--- src/rtl/uart_pkg.sv ---
// -----------------------------------------------------------------------------
// uart_pkg
// Definitions shared by the UART transmitter and receiver so both ends agree
// on the line rate and the receiver state encoding.
//   UART_CLK_FREQ : default system clock frequency in Hz (clk100).
//   UART_BAUD     : default line rate in bit/s.
//   rx_state_e    : receiver FSM state encoding.
// -----------------------------------------------------------------------------
package uart_pkg;

  localparam int UART_CLK_FREQ = 100_000_000;
  localparam int UART_BAUD     = 115_200;

  typedef enum logic [2:0] {
    RX_IDLE  = 3'd0,
    RX_START = 3'd1,
    RX_DATA  = 3'd2,
    RX_STOP  = 3'd3,
    RX_BREAK = 3'd4
  } rx_state_e;

endpackage

--- src/rtl/sync_2ff.sv ---
// -----------------------------------------------------------------------------
// sync_2ff
// Two-flop synchronizer for a single asynchronous input.
//   clk : destination clock
//   rst : synchronous active-high reset; both flops load RST_VAL
//   d   : asynchronous input
//   q   : synchronized output (two clock edges of latency)
// -----------------------------------------------------------------------------
module sync_2ff #(
  parameter logic RST_VAL = 1'b1
) (
  input  logic clk,
  input  logic rst,
  input  logic d,
  output logic q
);

  logic meta_q;
  logic meta_d;
  logic sync_q;
  logic sync_d;

  always_comb begin
    meta_d = d;
    sync_d = meta_q;
  end

  always_ff @(posedge clk) begin
    if (rst) begin
      meta_q <= RST_VAL;
      sync_q <= RST_VAL;
    end else begin
      meta_q <= meta_d;
      sync_q <= sync_d;
    end
  end

  assign q = sync_q;

endmodule

--- src/rtl/uart_rx.sv ---
// -----------------------------------------------------------------------------
// uart_rx
// 8N1 UART receiver. The serial pin is synchronized, each frame is sampled at
// the centre of every bit, and the received byte is presented through a level
// valid/ack holding register.
//   clk       : system clock (clk100)
//   rst       : synchronous active-high reset
//   rx_pin    : asynchronous serial input, idle high
//   rx_byte   : received data (LSB first on the wire)
//   rx_valid  : high while rx_byte holds an unconsumed byte
//   rx_ack    : consumer strobe, clears rx_valid
//   frame_err : one-cycle pulse when the stop bit is sampled low
//   overrun   : one-cycle pulse when a byte completes while the previous one
//               is still unconsumed and not being acked
//   busy      : high whenever the receiver is not idle
// -----------------------------------------------------------------------------
module uart_rx
  import uart_pkg::*;
#(
  parameter int CLK_FREQ     = UART_CLK_FREQ,
  parameter int BAUD         = UART_BAUD,
  parameter int CLKS_PER_BIT = CLK_FREQ / BAUD
) (
  input  logic       clk,
  input  logic       rst,
  input  logic       rx_pin,
  output logic [7:0] rx_byte,
  output logic       rx_valid,
  input  logic       rx_ack,
  output logic       frame_err,
  output logic       overrun,
  output logic       busy
);

  localparam int CNT_W = $clog2(CLKS_PER_BIT);
  localparam int HALF  = CLKS_PER_BIT / 2;

  // The IDLE cycle that first sees rxs low is cycle 0 of the half bit, and
  // the counter only starts at 0 in the following cycle, so the start-bit
  // centre (cycle HALF-1 from detection) is reached at count HALF-2.
  localparam logic [CNT_W-1:0] START_CHK = CNT_W'(HALF - 2);
  localparam logic [CNT_W-1:0] BIT_LAST  = CNT_W'(CLKS_PER_BIT - 1);

  logic rxs;

  rx_state_e        state_q, state_d;
  logic [CNT_W-1:0] cnt_q, cnt_d;
  logic [2:0]       bit_q, bit_d;
  logic [7:0]       shreg_q, shreg_d;
  logic [7:0]       rx_byte_q, rx_byte_d;
  logic             rx_valid_q, rx_valid_d;
  logic             frame_err_q, frame_err_d;
  logic             overrun_q, overrun_d;
  logic             deliver;
  logic             stop_bad;

  sync_2ff #(
    .RST_VAL(1'b1)
  ) u_sync (
    .clk(clk),
    .rst(rst),
    .d  (rx_pin),
    .q  (rxs)
  );

  // Frame FSM: next state, bit sampling and end-of-frame events.
  always_comb begin
    state_d  = state_q;
    cnt_d    = cnt_q + 1'b1;
    bit_d    = bit_q;
    shreg_d  = shreg_q;
    deliver  = 1'b0;
    stop_bad = 1'b0;

    case (state_q)
      RX_IDLE: begin
        cnt_d = '0;
        if (!rxs) begin
          state_d = RX_START;
        end
      end

      RX_START: begin
        if (cnt_q == START_CHK) begin
          cnt_d = '0;
          if (!rxs) begin
            state_d = RX_DATA;
            bit_d   = 3'd0;
          end else begin
            // Line went back high before the start-bit centre: a glitch.
            state_d = RX_IDLE;
          end
        end
      end

      RX_DATA: begin
        if (cnt_q == BIT_LAST) begin
          cnt_d   = '0;
          shreg_d = {rxs, shreg_q[7:1]};
          bit_d   = bit_q + 3'd1;
          if (bit_q == 3'd7) begin
            state_d = RX_STOP;
          end
        end
      end

      RX_STOP: begin
        if (cnt_q == BIT_LAST) begin
          cnt_d = '0;
          if (rxs) begin
            deliver = 1'b1;
            state_d = RX_IDLE;
          end else begin
            stop_bad = 1'b1;
            state_d  = RX_BREAK;
          end
        end
      end

      RX_BREAK: begin
        // Hold off until the line returns high so a stuck-low line cannot
        // look like a stream of start bits.
        cnt_d = '0;
        if (rxs) begin
          state_d = RX_IDLE;
        end
      end

      default: begin
        cnt_d   = '0;
        state_d = RX_IDLE;
      end
    endcase
  end

  // Holding register and status pulses. A framing error delivers nothing,
  // so it can never coincide with an overrun.
  always_comb begin
    rx_byte_d   = rx_byte_q;
    rx_valid_d  = rx_valid_q;
    frame_err_d = stop_bad;
    overrun_d   = 1'b0;

    if (deliver) begin
      if (rx_valid_q && !rx_ack) begin
        overrun_d = 1'b1;
      end else begin
        rx_byte_d  = shreg_q;
        rx_valid_d = 1'b1;
      end
    end else if (rx_valid_q && rx_ack) begin
      rx_valid_d = 1'b0;
    end
  end

  always_ff @(posedge clk) begin
    if (rst) begin
      state_q     <= RX_IDLE;
      cnt_q       <= '0;
      bit_q       <= 3'd0;
      shreg_q     <= 8'd0;
      rx_byte_q   <= 8'd0;
      rx_valid_q  <= 1'b0;
      frame_err_q <= 1'b0;
      overrun_q   <= 1'b0;
    end else begin
      state_q     <= state_d;
      cnt_q       <= cnt_d;
      bit_q       <= bit_d;
      shreg_q     <= shreg_d;
      rx_byte_q   <= rx_byte_d;
      rx_valid_q  <= rx_valid_d;
      frame_err_q <= frame_err_d;
      overrun_q   <= overrun_d;
    end
  end

  assign rx_byte   = rx_byte_q;
  assign rx_valid  = rx_valid_q;
  assign frame_err = frame_err_q;
  assign overrun   = overrun_q;
  assign busy      = (state_q != RX_IDLE);

endmodule

--- config.mk ---
export PLATFORM = sky130hd
export DESIGN_NAME = uart_rx
export DESIGN_NICKNAME = d
export VERILOG_FILES = /design/src/rtl/uart_pkg.sv /design/src/rtl/sync_2ff.sv /design/src/rtl/uart_rx.sv
export SDC_FILE = /design/constraint.sdc
export NUM_CORES = 1
export LEC_CHECK = 0
export BUFFER_PORTS_ARGS = -buffer_cell sky130_fd_sc_hd__buf_4
export CORE_MARGIN = 4
export CORE_UTILIZATION = 52
export DETAILED_ROUTE_END_ITERATION = 6
export PLACE_DENSITY = 0.7
export RECOVER_POWER = 25
export SYNTH_ARGS = -nofsm -noshare
export SYNTH_HDL_FRONTEND = slang
export SYNTH_SLANG_ARGS = --single-unit
--- constraint.sdc ---
create_clock -name clk -period 5.2 [get_ports clk]
set_clock_uncertainty 0.15 [all_clocks]
set_input_delay 0 -clock clk [delete_from_list [all_inputs] [get_ports clk]]
set_output_delay 0 -clock clk [all_outputs]
set_load 0.05 [all_outputs]
==> out/qor.csv <==
stage,metric,value,unit
setup_path,critical path class,register to register,
clocking,Clock Root Buffer,clkbuf_4,
final_layout,fillcell total,299,
final_layout,sequential cell area,740.7,µm²
sta,Setup Viol. Count Final,0,
power_and_ir_drop,static leakage,0.6871,nW
clocking,"Clk Latency, worst-skew pair",0.34,ns
sta,min Tclk post-route,2.413,ns
sta,Peak Freq,0.4144,GHz
run_status,outcome,"complete, no violations",
place,Final GP Congestion,0.7827,
floorplan,die height,64.76,µm
yosys,synth top area cells,"dfxtp_1 44%, mux2i_1 5.4%, nor2_1 4.5%",
clocking,# clock sinks,37,
yosys,register bit count reported by yosys,37,
sta,Setup TNS,0,ns
global_route,GRT Util Overall,17.59,%
setup_path,worst-path cell with the longest stage delay,nand4_1,
setup_path,RR Startpoint,cnt_q[0],
floorplan,Ports,16,
power_and_ir_drop,Flop pwr share,60.3,%
sta,Hold WS,0.2801,ns
final_layout,fin util,59.63,%
power_and_ir_drop,Sw Ratio,21.92,%
detailed_routing,DRC violations left,0,
yosys,Synth Warn #,0,
yosys,Synth Flop Type,dfxtp_1,
run,Max-Cap Viols,0,
yosys,biggest area consumer among synthesized cells,dfxtp_1,
power_and_ir_drop,Comb power frac,3.4,%
yosys,Mapped Cells,174,
sta,Final Hold Viols,0,
sta,Max-slew headroom,20.83,%
yosys,top cell type's share of synthesized area,44.21,%
clocking,CTS max path bufs,2,
detailed_routing,vias after detailed routing,1284,
setup_path,"Req. time, crit path",5.33,ns
setup_path,delay of the slowest critical-path stage,0.51,ns
detailed_routing,wire per inst,14.26,µm
yosys,post-synthesis async set-or-reset flop share,0,%
clocking,htree depth,2,
sta,Final Cycle Share,46.41,%
sta,actual slew at the worst max-slew pin,1.188,ns
place,Detail Placement HPWL,2263,µm
setup_path,crit path cell chain,ha_1 > and4bb_4 > nand4_1 > or3_1 > o21ai_1,
worst_hold_path,Hold Startpoint,u_sync.meta_q,
setup_path,Worst setup SP type,register,
yosys,number of synthesized flops with an enable pin,0,
detailed_routing,metal2 WL,1569,µm
floorplan,total die area,4194,µm²
global_route,pin count of the biggest net entering global routing,33,
detailed_routing,WL met1,1571,µm
yosys,syn nets,182,
clocking,Worst-path clk slew,0.11,ns
final_layout,share of cells above drive strength 1,12.57,%
final_layout,Antenna Cells,0,
yosys,mapped cell area,1675,µm²
final_layout,area growth from synthesis to layout,9.559,%
floorplan,die width,64.76,µm
power_and_ir_drop,Pwr Density,258.5,nW/µm²
final_layout,Multi-input gate area,850.8,µm²
floorplan,Site Rows,20,
yosys,Syn Area/Cell,9.628,µm²
detailed_routing,Via density,5.464,
sta,RSZ-0062 raised after global routing,false,
floorplan,Initial Util,54.43,%
detailed_routing,DRT Pass-1 Iters,5,
detailed_routing,Post-Route WL,3350,µm
global_route,global-route wire length before repair,5713,µm
setup_path,CP max FO,10,
setup_path,Critical Path End Type,register,
global_route,vias in the first global route,1239,
detailed_routing,ANT nets after route,0,
detailed_routing,Met3 Wirelength,192,µm
place,IO Port Bufs,15,
global_route,grt total ovfl,0,
setup_path,Worst setup startpoint,cnt_q[0],
power_and_ir_drop,Int Pwr,0.0003704,W
clocking,CTS tree,done,
power_and_ir_drop,Psw,0.0001040,W
power_and_ir_drop,clock share of power,36.4,%
sta,Max Slew Vio Count,0,
floorplan,area of the core,3078,µm²
detailed_routing,Highest Signal Layer,met4,
final_layout,final net count,198,
yosys,sequential fraction of the synthesis area,44.21,%
setup_path,WP data arrival,2.54,ns
global_route,initial antenna violation count,0,
detailed_routing,initial DRC count,95,
worst_hold_path,Tightest Hold Check Type,register to register,
yosys,Synth cell types,47,
power_and_ir_drop,maximum vdd drop,0.1785,mV
clocking,CTS Buf Count,5,
per-layer routing:
metal,up-vias,track usage (%)
met3,2,6.239
met4,0,4.749
met5,-,0
met2,36,28.99
met1,595,21.64
li1,651,-
sequential cells by signal, indices dropped and copies added, names as in the netlist:
register and flops:
cnt_q 10, rx_byte 8, shreg_q 8, bit_q 3, state_q 3, frame_err 1
overrun 1, rx_valid 1, u_sync.meta_q 1, u_sync.q 1
path summary, 6_finish.rpt:
check	to	slack, ns	depth (start not counted)
max reg2reg	bit_q[0]	2.79	5
max	bit_q[0]	2.79	5
min	u_sync.q	0.28	1
min reg2reg	u_sync.q	0.28	1
final cells by class:
cell class | instances | share of cell area [%]
multi-input cells | 124 | 46.35
flip-flops and latches | 37 | 40.35
repair buffers | 19 | 5.862
clock buffers | 7 | 3.545
well taps | 44 | 2.999
inverters | 3 | 0.6135
clock inverters | 1 | 0.2727
cells in the mapped netlist (2+ instances only):
master / count
or3_1: 2
a21oi_1: 10
nor4b_1: 2
nor2_1: 20
xnor2_1: 2
nand2b_1: 5
and3_1: 3
o21ai_0: 8
buf_4: 2
o2bb2ai_1: 2
inv_1: 3
nand3_1: 13
ha_1: 4
clkbuf_1: 3
nor3_1: 4
nand2_1: 2
dfxtp_1: 37
buf_6: 2
and4_1: 2
nand4_1: 6
mux2i_1: 9
or2_2: 2
xor2_1: 6
or2b_2: 2
power by group through the flow:
stage	Combinational, W	Clock [W]	Sequential, W
5_1_grt	0.0000178	0.000191	0.000286
3_3_place_gp	0.0000135	0	0.000292
2_1_floorplan	0.0000118	0	0.000291
3_5_place_dp	0.0000138	0	0.000292
6_report	0.0000159	0.000173	0.000286
4_1_cts	0.0000163	0.000177	0.000286
cells in the final DEF, fill, tap and decap left out, types with 2 or more instances in the layout:
master         Yosys  layout
ha_1               4       4
nor2_1            20      20
xor2_1             6       6
mux2i_1            9       9
clkbuf_8           1       2
or2_2              2       2
xnor2_1            2       2
nand3_1           13      13
nand4_1            6       6
o2bb2ai_1          2       2
and3_1             3       3
nand2_1            2       2
inv_1              3       3
clkbuf_4           0       5
nor3_1             4       4
nor4b_1            2       2
dfxtp_1           37      37
nand2b_1           5       5
dlygate4sd3_1      0       4
buf_4              2       3
clkbuf_1           3      12
o21ai_0            8       8
or3_1              2       2
and4_1             2       2
or2b_2             2       2
a21oi_1           10      10
cell families after synthesis:
group                      after synthesis  share of synthesized area, %
muxes                                    9                         5.377
AOI/OAI and AO/OA                       28                         11.20
and+or+nand+nor                         75                         27.04
DFF                                     37                         44.21
adders and majority gates                4                         2.987
buffers and inverters                   13                         5.003
xor gates and xnor gates                 8                         4.182
what timing repair did:
| action | 4_1_cts | 5_1_grt |
|---|---|---|
| setup buffers | 0 | 0 |
| hold endpoints to repair | 22 | 0 |
| setup endpoints to repair | 0 | 0 |
| hold buffers | 4 | 0 |
| resized for setup | 0 | 0 |
per-stage QoR:
step	power [W]	std cells	setup WS, ns	area, µm²
after floorplan	0.0003031	174	3.414	1675
after global placement	0.0003056	223	2.960	1770
after detailed placement	0.0003061	223	2.862	1770
after CTS	0.0004787	235	2.821	1881
after global routing	0.0004950	235	2.661	1836
final	0.0004744	235	2.787	1836
critical path, delay by kind of cell (launching register included):
kind / cells / cell delay, ns
AOI/OAI and AO/OA: 1 / 0.07
adders and majority gates: 1 / 0.31
DFF: 1 / 0.47
and+or+nand+nor: 3 / 1.34
No activity file was read; power rests on OpenSTA's default activity.
